<file path="config.mk">
export PLATFORM = sky130hd
export DESIGN_NAME = modulo_rr_server
export DESIGN_NICKNAME = d
export VERILOG_FILES = /design/src/rtl/modulo_rr_server.sv
export SDC_FILE = /design/constraint.sdc
export NUM_CORES = 1
export LEC_CHECK = 0
export CAP_MARGIN = 25
export CORE_MARGIN = 2
export CORE_UTILIZATION = 40
export DETAILED_ROUTE_END_ITERATION = 7
export PLACE_DENSITY = 0.68
export RECOVER_POWER = 50
export SYNTH_ARGS = -nofsm -noshare
export SYNTH_HDL_FRONTEND = slang
export SYNTH_SLANG_ARGS = --single-unit
export TNS_END_PERCENT = 5
</file>
<file path="constraint.sdc">
create_clock -name clk_i -period 3.06 [get_ports clk_i]
set_input_delay 0.306 -clock clk_i [delete_from_list [all_inputs] [get_ports clk_i]]
set_output_delay 0.306 -clock clk_i [all_outputs]
set_load 0.1 [all_outputs]
</file>
<file path="src/rtl/modulo_rr_server.sv">
// Round-robin front end sharing one two-stage Barrett reducer (x mod MODULUS)
// between NUM_REQ valid/ready requesters; results come back tagged with the requester id.
module modulo_rr_server #(
    parameter int              NUM_REQ    = 4,
    parameter int              DATA_WIDTH = 8,
    parameter longint unsigned MODULUS    = 7,
    localparam int             ID_W       = (NUM_REQ > 1) ? $clog2(NUM_REQ) : 1,
    localparam int             RES_W      = $clog2(MODULUS)
) (
    input  logic                          clk_i,
    input  logic                          rst_i,
    input  logic [NUM_REQ-1:0]            req_valid_i,
    input  logic [NUM_REQ*DATA_WIDTH-1:0] req_data_i,
    output logic [NUM_REQ-1:0]            req_ready_o,
    output logic                          rsp_valid_o,
    output logic [RES_W-1:0]              rsp_data_o,
    output logic [ID_W-1:0]               rsp_id_o,
    input  logic                          rsp_ready_i
);

    localparam bit IS_POW2 = ((MODULUS & (MODULUS - 1)) == 0);

    logic [DATA_WIDTH-1:0] req_x [NUM_REQ];
    logic [NUM_REQ-1:0]    upper_mask;
    logic [NUM_REQ-1:0]    req_upper;
    logic [NUM_REQ-1:0]    pick_src;
    logic [NUM_REQ-1:0]    grant;
    logic [ID_W-1:0]       grant_idx;
    logic [DATA_WIDTH-1:0] acc_x;
    logic [ID_W-1:0]       ptr_q;
    logic [ID_W-1:0]       ptr_d;
    logic                  s1_ready;
    logic                  s2_ready;
    logic                  accept;

    logic                  s1_valid_q;
    logic [DATA_WIDTH-1:0] s1_x_q;
    logic [ID_W-1:0]       s1_id_q;
    logic                  s2_valid_q;
    logic [RES_W-1:0]      s2_res_q;
    logic [ID_W-1:0]       s2_id_q;
    logic [RES_W-1:0]      red_res;

    genvar gi;
    generate
        for (gi = 0; gi < NUM_REQ; gi++) begin : g_req
            assign req_x[gi]      = req_data_i[gi*DATA_WIDTH +: DATA_WIDTH];
            assign upper_mask[gi] = (ID_W'(gi) >= ptr_q);
        end
    endgenerate

    // Prefer requesters at or above the pointer; otherwise wrap to the lowest valid one.
    assign req_upper = req_valid_i & upper_mask;
    assign pick_src  = (|req_upper) ? req_upper : req_valid_i;
    assign grant     = pick_src & (~pick_src + NUM_REQ'(1));

    always_comb begin
        grant_idx = '0;
        acc_x     = '0;
        for (int j = 0; j < NUM_REQ; j++) begin
            if (grant[j]) begin
                grant_idx = grant_idx | ID_W'(j);
                acc_x     = acc_x | req_x[j];
            end
        end
    end

    assign s2_ready    = !s2_valid_q || rsp_ready_i;
    assign s1_ready    = !s1_valid_q || s2_ready;
    assign accept      = s1_ready && (|req_valid_i);
    assign req_ready_o = s1_ready ? grant : '0;
    assign ptr_d       = (grant_idx == ID_W'(NUM_REQ - 1)) ? '0 : grant_idx + ID_W'(1);

    generate
        if (IS_POW2) begin : g_pow2
            logic pow2_unused;
            assign red_res     = s1_x_q[RES_W-1:0];
            assign pow2_unused = ^s1_x_q;
        end else begin : g_barrett
            localparam logic [DATA_WIDTH-1:0] MOD_W = DATA_WIDTH'(MODULUS);
            localparam logic [DATA_WIDTH-1:0] MAGIC = DATA_WIDTH'((64'd1 << DATA_WIDTH) / MODULUS);

            logic [DATA_WIDTH-1:0] q_d;
            logic [DATA_WIDTH-1:0] prod_lo_unused;
            logic [DATA_WIDTH-1:0] s1_q_q;
            logic [DATA_WIDTH-1:0] qm;
            logic [DATA_WIDTH-1:0] r_raw;
            logic [DATA_WIDTH-1:0] r_fix;
            logic                  fix_unused;

            assign {q_d, prod_lo_unused} = {{DATA_WIDTH{1'b0}}, acc_x} * {{DATA_WIDTH{1'b0}}, MAGIC};

            always_ff @(posedge clk_i or posedge rst_i) begin
                if (rst_i) begin
                    s1_q_q <= '0;
                end else if (accept) begin
                    s1_q_q <= q_d;
                end
            end

            // The quotient estimate is exact or one low, so r < 2*MODULUS and never exceeds x.
            assign qm         = s1_q_q * MOD_W;
            assign r_raw      = s1_x_q - qm;
            assign r_fix      = (r_raw >= MOD_W) ? r_raw - MOD_W : r_raw;
            assign red_res    = r_fix[RES_W-1:0];
            assign fix_unused = ^r_fix;
        end
    endgenerate

    always_ff @(posedge clk_i or posedge rst_i) begin
        if (rst_i) begin
            ptr_q      <= '0;
            s1_valid_q <= 1'b0;
            s1_x_q     <= '0;
            s1_id_q    <= '0;
            s2_valid_q <= 1'b0;
            s2_res_q   <= '0;
            s2_id_q    <= '0;
        end else begin
            if (accept) begin
                ptr_q <= ptr_d;
            end
            if (s1_ready) begin
                s1_valid_q <= accept;
                if (accept) begin
                    s1_x_q  <= acc_x;
                    s1_id_q <= grant_idx;
                end
            end
            // Result fields only change when a real entry moves in, so idle outputs hold.
            if (s2_ready) begin
                s2_valid_q <= s1_valid_q;
                if (s1_valid_q) begin
                    s2_res_q <= red_res;
                    s2_id_q  <= s1_id_q;
                end
            end
        end
    end

    assign rsp_valid_o = s2_valid_q;
    assign rsp_data_o  = s2_res_q;
    assign rsp_id_o    = s2_id_q;

endmodule

</file>
Yosys cells after proc, flatten, opt, wreduce, memory -nomap -nowiden. Index checks and enable logic that the tools add are counted.

Bits in read-only memories: 0. Logic and storage cells: 46. Memories kept: 0. Output and inout bits: 10. Register bits after elaboration: 25. Memory bits (writable): 0. Bits in latches: 0. Bits of input ports: 39.

Bitwise operators: 6. Reductions and logical operators: 9. Div/mod/pow operators: 0. $add $sub $neg: 4. Shifts and indexed selects: 0. Order comparisons: 5. Muxes and demuxes: 11. Equality and inequality tests: 1. Multiply operators: 2.

Operators by type and width (number): 8-bit two-way mux (4); 8-bit bitwise OR (3); 8-bit by 4-bit multiplier with 12-bit output, second input constant (1); 4-bit AND (2); 8-bit by 3-bit >= comparator with 1-bit output, second input constant (1); 6-bit by 3-bit multiplier with 8-bit output, second input constant (1); 4-bit two-way mux (2); 4-bit OR reduction (2); 8-bit subtractor (1); 2-bit two-way mux (3); 4-bit by 1-bit adder with 4-bit output, second input constant (1); 1-bit by 2-bit >= comparator with 1-bit output, first input constant (2); 2-bit >= comparator, first input constant (2); 4-bit inverter (1); 2-bit AND reduction (2); 3-bit two-way mux (1); 3-bit subtractor, second input constant (1); 2-bit by 1-bit adder with 2-bit output, second input constant (1); 2-bit == test, second input constant (1); 1-bit zero test (2); 1-bit logical OR (2); 1-bit logical AND (1); 1-bit two-way mux (1).

Depth between registers and ports, before layout.
Depth in word-level cells: 15. Mapped depth: 15. Depth with buffers taken out: 13.

Worst setup path before layout. No wires, ideal clock.

Path kind: flip-flop to flip-flop. From: register ptr_q[0]. To: register g_barrett.s1_q_q[4]. Library setup time: 0.090 ns. Stages on the path, launching flop included: 15. Path slack: -0.119 ns. Period minus slack after synthesis: 3.179 ns. Buffers on the path: 1. Required time: 2.970 ns. Arrival time: 3.089 ns. Cell sequence: dfrtp_1 -> nor2b_4 -> o221ai_2 -> and2_4 -> buf_6 -> a22o_1 -> a221oi_2 -> inv_1 -> ha_1 -> ha_1 -> nor2_1 -> a41oi_2 -> a41oi_2 -> or4_1 -> o221ai_1.

Longest elaborated chain between the ends: 15. Elaborated cells between the ends (all ways): 18. Classes of those cells: add/sub (1); mul (1); order compare (4); mux (5); bitwise (6); reduce/logical (1).

Ends and longest elaborated chain: start: declaration (RTL line 30) `logic [ID_W-1:0] ptr_q;`; start signal: assignment (RTL line 121) `ptr_q <= ptr_d;`; 1-bit by 2-bit >= comparator with 1-bit output or 2-bit >= comparator (tied branches) (RTL line 48) `assign upper_mask[gi] = (ID_W'(gi) >= ptr_q);`; 4-bit AND * (RTL line 53) `assign req_upper = req_valid_i & upper_mask;`; 4-bit OR reduction (RTL line 54) `assign pick_src = (|req_upper) ? req_upper : req_valid_i;`; 4-bit two-way mux * (RTL line 54); 4-bit inverter (RTL line 55) `assign grant = pick_src & (~pick_src + NUM_REQ'(1));`; 4-bit by 1-bit adder with 4-bit output (RTL line 55); 4-bit AND * (RTL line 55); 8-bit two-way mux (RTL line 61) `if (grant[j]) begin`; 8-bit bitwise OR (RTL line 63) `acc_x = acc_x | req_x[j];`; 8-bit two-way mux (RTL line 61); 8-bit bitwise OR (RTL line 63); 8-bit two-way mux (RTL line 61); 8-bit bitwise OR (RTL line 63); 8-bit two-way mux * (RTL line 61); via acc_x[6] (RTL line 29) `logic [DATA_WIDTH-1:0] acc_x;`; 8-bit by 4-bit multiplier with 12-bit output * (RTL line 91) `assign {q_d, prod_lo_unused} = {{DATA_WIDTH{1'b0}}, acc_x} * {{DATA_WIDTH{1'b0}}, MAGIC};`; end signal: assignment (RTL line 97) `s1_q_q <= q_d;`; end: declaration (RTL line 85) `logic [DATA_WIDTH-1:0] s1_q_q;`.

Mark *: on every way through the listed nets, which the timed path passes. The rest lies on a longest branch. A chain may end at the register's enable or synchronous reset.

Worst setup path in the final report. Ends and elaborated chain as after synthesis.

==> results_dict.tcl <==
set metrics [dict create \
    switching_share_pct 48.39 \
    post-route-worst-setup-slack_ps -12.26 \
    nature_of_the_critical_path_endpoint "flip-flop" \
    drt_drc_violations_left 0 \
    utilization_pct 58.80 \
    route.antenna.remaining_nets 0 \
    layout_common_cells "buf_4, clkdlybuf4s50_1, nand2_1" \
    finalHoldWorstSlack_ps 482.9 \
    total_number_of_clock_tree_sinks 25 \
    fillerInstances 499 \
    grt_max_degree 26 \
    final-hold-violation-count 0 \
    rows 27 \
    antenna_found_initial 0 \
    io_buffer_count 48 \
    tritoncts "built" \
    synth-async-reset-ratio_pct 100.0 \
    netSwitchingPower_mw 1.641 \
    worst_setup_path_start_kind "flip-flop" \
    grt_usage_pct 16.22 \
    clock_skew_ps 3.878 \
    logic_gate_share_of_total_power_pct 79.4 \
    dominant_cell_type_by_area_after_synthesis "dfrtp_1" \
    grt_first_pass_wirelength_um 8211 \
    internal_power_mw 1.750 \
    rr_endpoint "g_barrett.s1_q_q[4]$_DFFE_PP0P_" \
    gp_congestion 0.8744 \
    gr-usage-met3_pct 1.379 \
    postSynthCellCount 251 \
    cts_inserted_buffers 3 \
    power.sequential.fraction_pct 15.1 \
    multi_input_area_mm2 0.001476 \
    final-seq-area_um2 629.4 \
    vias_per_cell 4.983 \
    min_period_over_period_pct 100.4 \
    worst-slew-pin-transition_ps 965.8 \
    pwr-share-clk_pct 5.6 \
    total_power_mw 3.391 \
    timing.critical_path.fanout_max 7 \
    post_drt_wl_per_cell_um 11.94 \
    initial_utilization_pct 40.74 \
    core_region_area_mm2 0.005405 \
    synthesis.area_per_instance_um2 8.773 \
    fmax_ghz 0.3255 \
    critical_path_arrival_ps 3250 \
    die-area_mm2 0.006114 \
    global_route.peak_usage_layer "met2" \
    totalNegativeSetupSlack_ps -12.26 \
    via_count_of_the_first_global_routing_pass 1906 \
    outcome "finished, violations left" \
    netlist_area_mm2 0.002202 \
    io-pin-count 49 \
    failed_checks "setup timing" \
    r2r_worst_path_depth 13 \
    dr.pass1.iters 4 \
    pwr_density_cell_mw_per_mm2 1067 \
    insertedDiodeCount 0 \
    timing.final.crit_period_ps 3072 \
    synth.net_count 320 \
    post-synth-top-area-fraction_pct 28.41 \
    synth_cell_type_count 47 \
    mostFrequentLayoutCell "buf_4" \
    final_cell_count_no_fill 405 \
    total_number_of_yosys_warnings 0 \
    max-clock-path-buffers 2 \
    die_w_um 78.20 \
    synth-seq-cells 25 \
    worstSetupStartpoint "ptr_q[0]$_DFFE_PP0P_" \
    vdd_ir_drop_max_v 0.0006032 \
    global_route.overflow_total 0 \
    finalWirelength_um 4835 \
    synth-main-ff-cell "dfrtp_1" \
    final_layout_size_suffix_gt1_share_pct 21.92 \
    netlist_top_cells_area "dfrtp_1, ha_1, fa_1" \
    cap_viol_max_count 0 \
    met2_usage_pct 28.97 \
    ctsRootBufferMaster "clkbuf_8" \
    critical_path_required_ps 3240 \
    reg2reg_setup_slack_ps -10 \
    global_route.usage.met1_pct 21.36 \
    dp_hpwl_um 4089 \
    unrepaired_setup_endpoints_after_global_routing "true" \
    route.vias.total 2018 \
    area.growth.synth_to_final_pct 44.32 \
    edff_count_synth 0 \
    place.detailed.instances 398 \
    timing.rr.start "ptr_q[0]$_DFFE_PP0P_" \
    h-tree-depth 1 \
    die_y_um 78.20 \
    clk_pin_slew_ps 90 \
    slew_headroom_pct 35.41 \
    fraction_of_the_yosys_area_taken_by_sequential_cells_pct 28.41 \
    final-max-slew-violation-count 0 \
    detail_route.iter0.violations 74 \
    clkLatencyLatePin_ps 260 \
    crit_type "flip-flop to flip-flop" \
    nets 403 \
    critical_path.endpoint "g_barrett.s1_q_q[4]$_DFFE_PP0P_" \
    power_leakage_nw 1.511 \
    hold_removal_path_class "flip-flop to flip-flop" \
    report.final.setup_viol 1 \
]
[critical path: stages, from the launching register on]
cell and delay, ps:
dfrtp_2 480, nor2b_4 130, o221ai_2 110, and2_4 180
a222oi_1 330, nand2_1 180, ha_4 280, ha_4 280
and3_1 150, nand3_1 90, o2111ai_2 120, a41oi_2 150
or4_1 420, o221ai_1 80
[layer usage]
metal / share of wire, % / up-vias
li1: - / 1026
met1: 46 / 933
met2: 49 / 55
met3: 3.9 / 4
met4: 1.1 / 0
met5: 0 / -
[synthesized netlist by cell type, types with 2 or more instances]
master,n
or3_1,2
a41oi_2,2
nand2b_1,3
ha_1,22
nand3_1,8
o22ai_1,2
clkbuf_1,4
nor2b_1,6
a32oi_1,2
and2_1,3
a222oi_1,5
buf_4,3
and3_1,2
dfrtp_1,25
a21oi_1,6
o211ai_1,2
mux2_2,3
a21o_1,6
xnor2_1,9
nor2_1,13
fa_1,8
xor2_1,4
inv_1,34
o21ai_0,18
nand2_1,37
[registers in the layout (all words and copies together) (netlist names)]
register,flops
g_barrett.s1_q_q,6
ptr_q,2
rsp_data_o,3
rsp_id_o,2
rsp_valid_o,1
s1_id_q,2
s1_valid_q,1
s1_x_q,8
[per-stage QoR]
step / setup slack (ps) / cell area, um^2
4_1_cts: -19.58 / 3158
2_1_floorplan: -1.123 / 2272
3_5_place_dp: -494.1 / 3098
5_1_grt: -164.9 / 3178
3_3_place_gp: -399.6 / 3098
6_report: -12.26 / 3178
[worst min path at each step]
| stage | start | endpoint | slack, ps | depth (start not counted) |
|---|---|---|---|---|
| after floorplan | rst_i | g_barrett.s1_q_q[0]$_DFFE_PP0P_ | 330 | 1 |
| after global placement | s1_id_q[0]$_DFFE_PP0P_ | s1_id_q[0]$_DFFE_PP0P_ | 460 | 1 |
| after detailed placement | g_barrett.s1_q_q[2]$_DFFE_PP0P_ | g_barrett.s1_q_q[2]$_DFFE_PP0P_ | 470 | 2 |
| after CTS | g_barrett.s1_q_q[2]$_DFFE_PP0P_ | g_barrett.s1_q_q[2]$_DFFE_PP0P_ | 490 | 2 |
| after global routing | g_barrett.s1_q_q[2]$_DFFE_PP0P_ | g_barrett.s1_q_q[2]$_DFFE_PP0P_ | 530 | 2 |
| final | g_barrett.s1_q_q[2]$_DFFE_PP0P_ | g_barrett.s1_q_q[2]$_DFFE_PP0P_ | 480 | 2 |
[cells by family after synthesis]
logic type,after synthesis,share of synthesized area [%]
AO/OA/AOI/OAI,57,19.60
XOR/XNOR,13,5.170
AND/OR/NAND/NOR,79,16.82
multiplexers,4,1.989
buffers and inverters,43,8.238
adder cells (fa/ha/maj),30,19.77
flip-flops,25,28.41
[cell type report]
| class | instances | share of cell area, % |
|---|---|---|
| Clock buffer | 3 | 1.299 |
| Timing Repair Buffer | 87 | 25.43 |
| Inverter | 34 | 4.016 |
| Clock inverter | 1 | 0.1575 |
| Multi-Input combinational cell | 183 | 46.46 |
| Sequential cell | 25 | 19.80 |
| Tap cell | 72 | 2.835 |
[repair_timing]
action / in CTS / in global routing
hold buffers: 0 / 0
setup endpoints to repair: 5 / 7
hold endpoints to repair: 0 / 0
buffers inserted: 2 / 1
pin swaps: 8 / 6
resized for setup: 8 / 8
gates cloned: 0 / 0
[power by group through the flow]
stage / sequential (mW) / clock, mW / combinational, mW
3_5_place_dp: 0.517 / 0 / 2.66
4_1_cts: 0.509 / 0.196 / 2.68
6_report: 0.511 / 0.189 / 2.69
3_3_place_gp: 0.511 / 0 / 2.56
5_1_grt: 0.528 / 0.209 / 3.02
2_1_floorplan: 0.693 / 0 / 1.83
No activity file was read; power rests on OpenSTA's default activity.
==> variant (same flow settings) <==
`NUM_REQ`: 4 -> 8.
--- a/src/rtl/modulo_rr_server.sv
+++ b/src/rtl/modulo_rr_server.sv
@@ -1,7 +1,7 @@
 // Round-robin front end sharing one two-stage Barrett reducer (x mod MODULUS)
 // between NUM_REQ valid/ready requesters; results come back tagged with the requester id.
 module modulo_rr_server #(
-    parameter int              NUM_REQ    = 4,
+    parameter int              NUM_REQ    = 8,
     parameter int              DATA_WIDTH = 8,
     parameter longint unsigned MODULUS    = 7,
     localparam int             ID_W       = (NUM_REQ > 1) ? $clog2(NUM_REQ) : 1,
Ports: changed (resized req_data_i, req_ready_o, req_valid_i and rsp_id_o); port bits go from 49 to 90. The function was not compared with the original's and may differ.
==> variant against the original RTL <==
The run still ends with negative setup slack left. Final area increased by 74%. Routed wire length increased by 140%. Total power is 130% higher. Sequential cell count up 3. Area after synthesis rose by 38%. Count of clock-buffer cells in the layout grew 1. Sequential power up 39%. Worst setup slack worse by 0.83 ns. Critical endpoint unchanged.
==> variant: results <==
set metrics [dict create \
    status "finished with violations" \
    timing.rr.end "g_barrett.s1_q_q[4]" \
    hold_buffers 0 \
    cts_max_level 1 \
    wl_per_cell_um 17.08 \
    dr.pass1.iters 4 \
    violations "negative setup slack" \
    io_buffers 89 \
    setup_viol 11 \
    async_flop_share 1.000 \
    cp_slowest_stage_delay_ns 0.51 \
    drt_iter0_drc 168 \
    gp_congestion 0.9281 \
    via_count 3648 \
    tightest_slew_ns 1.219 \
    hpwlAfterDp_um 9361 \
    layout-drive-gt1-share 0.3830 \
    hp-class "in2async" \
    layout.nets 685 \
    cp_top_family "compound AO/OA/AOI/OAI gates" \
    ff2ff_path_depth 16 \
    path_clk_slew_ns 0.09 \
    grt_usage 0.2784 \
    synth_commonest_cells "nand2_1, inv_1, nor2_1, dfrtp_1, ha_1" \
    cts_buffers 3 \
    root_buffer "clkbuf_8" \
    grt_max_degree 23 \
    layout_setup_ws_ns -0.8436 \
    synth_cell_type_count 62 \
    ys_seq_area_frac 0.2302 \
    cts.path.max_buffers 2 \
    grt_pass1_vias 3947 \
    crit_path_end_kind "flop" \
    ys_top_cells_by_area "dfrtp_1, ha_1, nand2_1" \
    crit_path_top_delay_cell "dfrtp_2" \
    yosysWarnings 0 \
    synth_flop_cell "dfrtp_1" \
    finClkSkew_ns 0.002468 \
    cp.arrival_ns 4.11 \
    cp_max_fo 7 \
    routed_wl_um 11540 \
    p_leak_nw 2.419 \
    final.setup.tns_ns -4.627 \
    avgSynthCellArea_sq_um 8.032 \
    vdd_drop_max_v 0.0006409 \
    syn-num-nets 486 \
    diodes 0 \
    nFillCells 512 \
    antenna_found_initial 0 \
    clk_latency_ns 0.27 \
    worstReg2RegStart "ptr_q[1]" \
    place_inst 660 \
    grt_pass1_wl_um 18690 \
]
[variant: cell types whose count changed after synthesis, sizes merged, moves of 4 or more]
cell,delta
nor2,+18
nand2,+16
a21oi,+14
o211ai,+9
a31oi,+8
o21ai,+7
a211oi,+6
a221oi,+5
a222oi,-5
and3,+5
nor3,+5
clkbuf,+4
o31ai,+4
or2,+4
[variant: worst max-delay path by stage]
stage	depth (start not counted)	slack (ns)	from	end
detailed placement	17	-1.43	req_valid_i[5]	g_barrett.s1_q_q[4]
CTS	16	-0.76	ptr_q[1]	g_barrett.s1_q_q[4]
floorplan	5	-0.77	ptr_q[1]	req_ready_o[2]
global placement	16	-1.29	req_valid_i[5]	g_barrett.s1_q_q[4]
global route	17	-1.02	ptr_q[1]	g_barrett.s1_q_q[4]
finish	16	-0.84	ptr_q[1]	g_barrett.s1_q_q[4]
[variant: cell families after synthesis]
family          count (synthesis)  share of synthesized area
flops                          28                     0.2302
simple gates                  138                     0.2232
fa+ha+maj                      32                     0.1537
mux                             7                    0.02548
buf+inv                        44                    0.05631
xor+xnor                       10                    0.02877
compound gates                120                     0.2824
[variant: area by class of cell]
type | instances | share of cell area
Clock buffer | 4 | 0.009971
Timing Repair Buffer | 207 | 0.3374
Inverter | 31 | 0.02107
Sequential cell | 28 | 0.1276
Multi-Input combinational cell | 307 | 0.4815
Tap cell | 99 | 0.02243
[variant: routing by layer]
| layer | vias to the layer above | wire [um] | GRT usage |
|---|---|---|---|
| li1 | 1776 | - | - |
| met2 | 140 | 5647 | 0.4809 |
| met3 | 30 | 686 | 0.03568 |
| met5 | - | 0 | 0 |
| met4 | 0 | 426 | 0.1212 |
| met1 | 1702 | 4782 | 0.3474 |
[variant: per-stage QoR]
step	area, sq um	hold WS (ns)	worst slack [ns]	util	total power [mW]
2_1_floorplan	3079	0.3714	-0.7720	-	4.077
3_3_place_gp	4903	0.4638	-1.294	0.6724	6.033
3_5_place_dp	4931	0.4711	-1.428	0.6762	6.231
4_1_cts	5270	0.3000	-0.7581	0.7227	7.098
5_1_grt	5522	0.3997	-1.017	0.7572	8.481
6_report	5522	0.3821	-0.8436	0.7572	7.800
[variant: power breakdown]
group | switching, mW | internal, mW | leakage (nW)
logic | 3.38 | 3.48 | 2.06
registers | 0.159 | 0.552 | 0.332
clock network | 0.115 | 0.115 | 0.0288
[variant: timing repair]
item                       4_1_cts  5_1_grt
pin swaps                       22       21
resized for setup               61       43
buffers inserted                 4        8
setup endpoints to repair       14       14
[variant: worst reg2reg max path: cells and delay by family, from the launching register on]
family	cells	cell delay [ns]
AOI/OAI and AO/OA	9	1.49
and+or+nand+nor	5	1.36
DFF	1	0.51
adders and majority gates	2	0.47
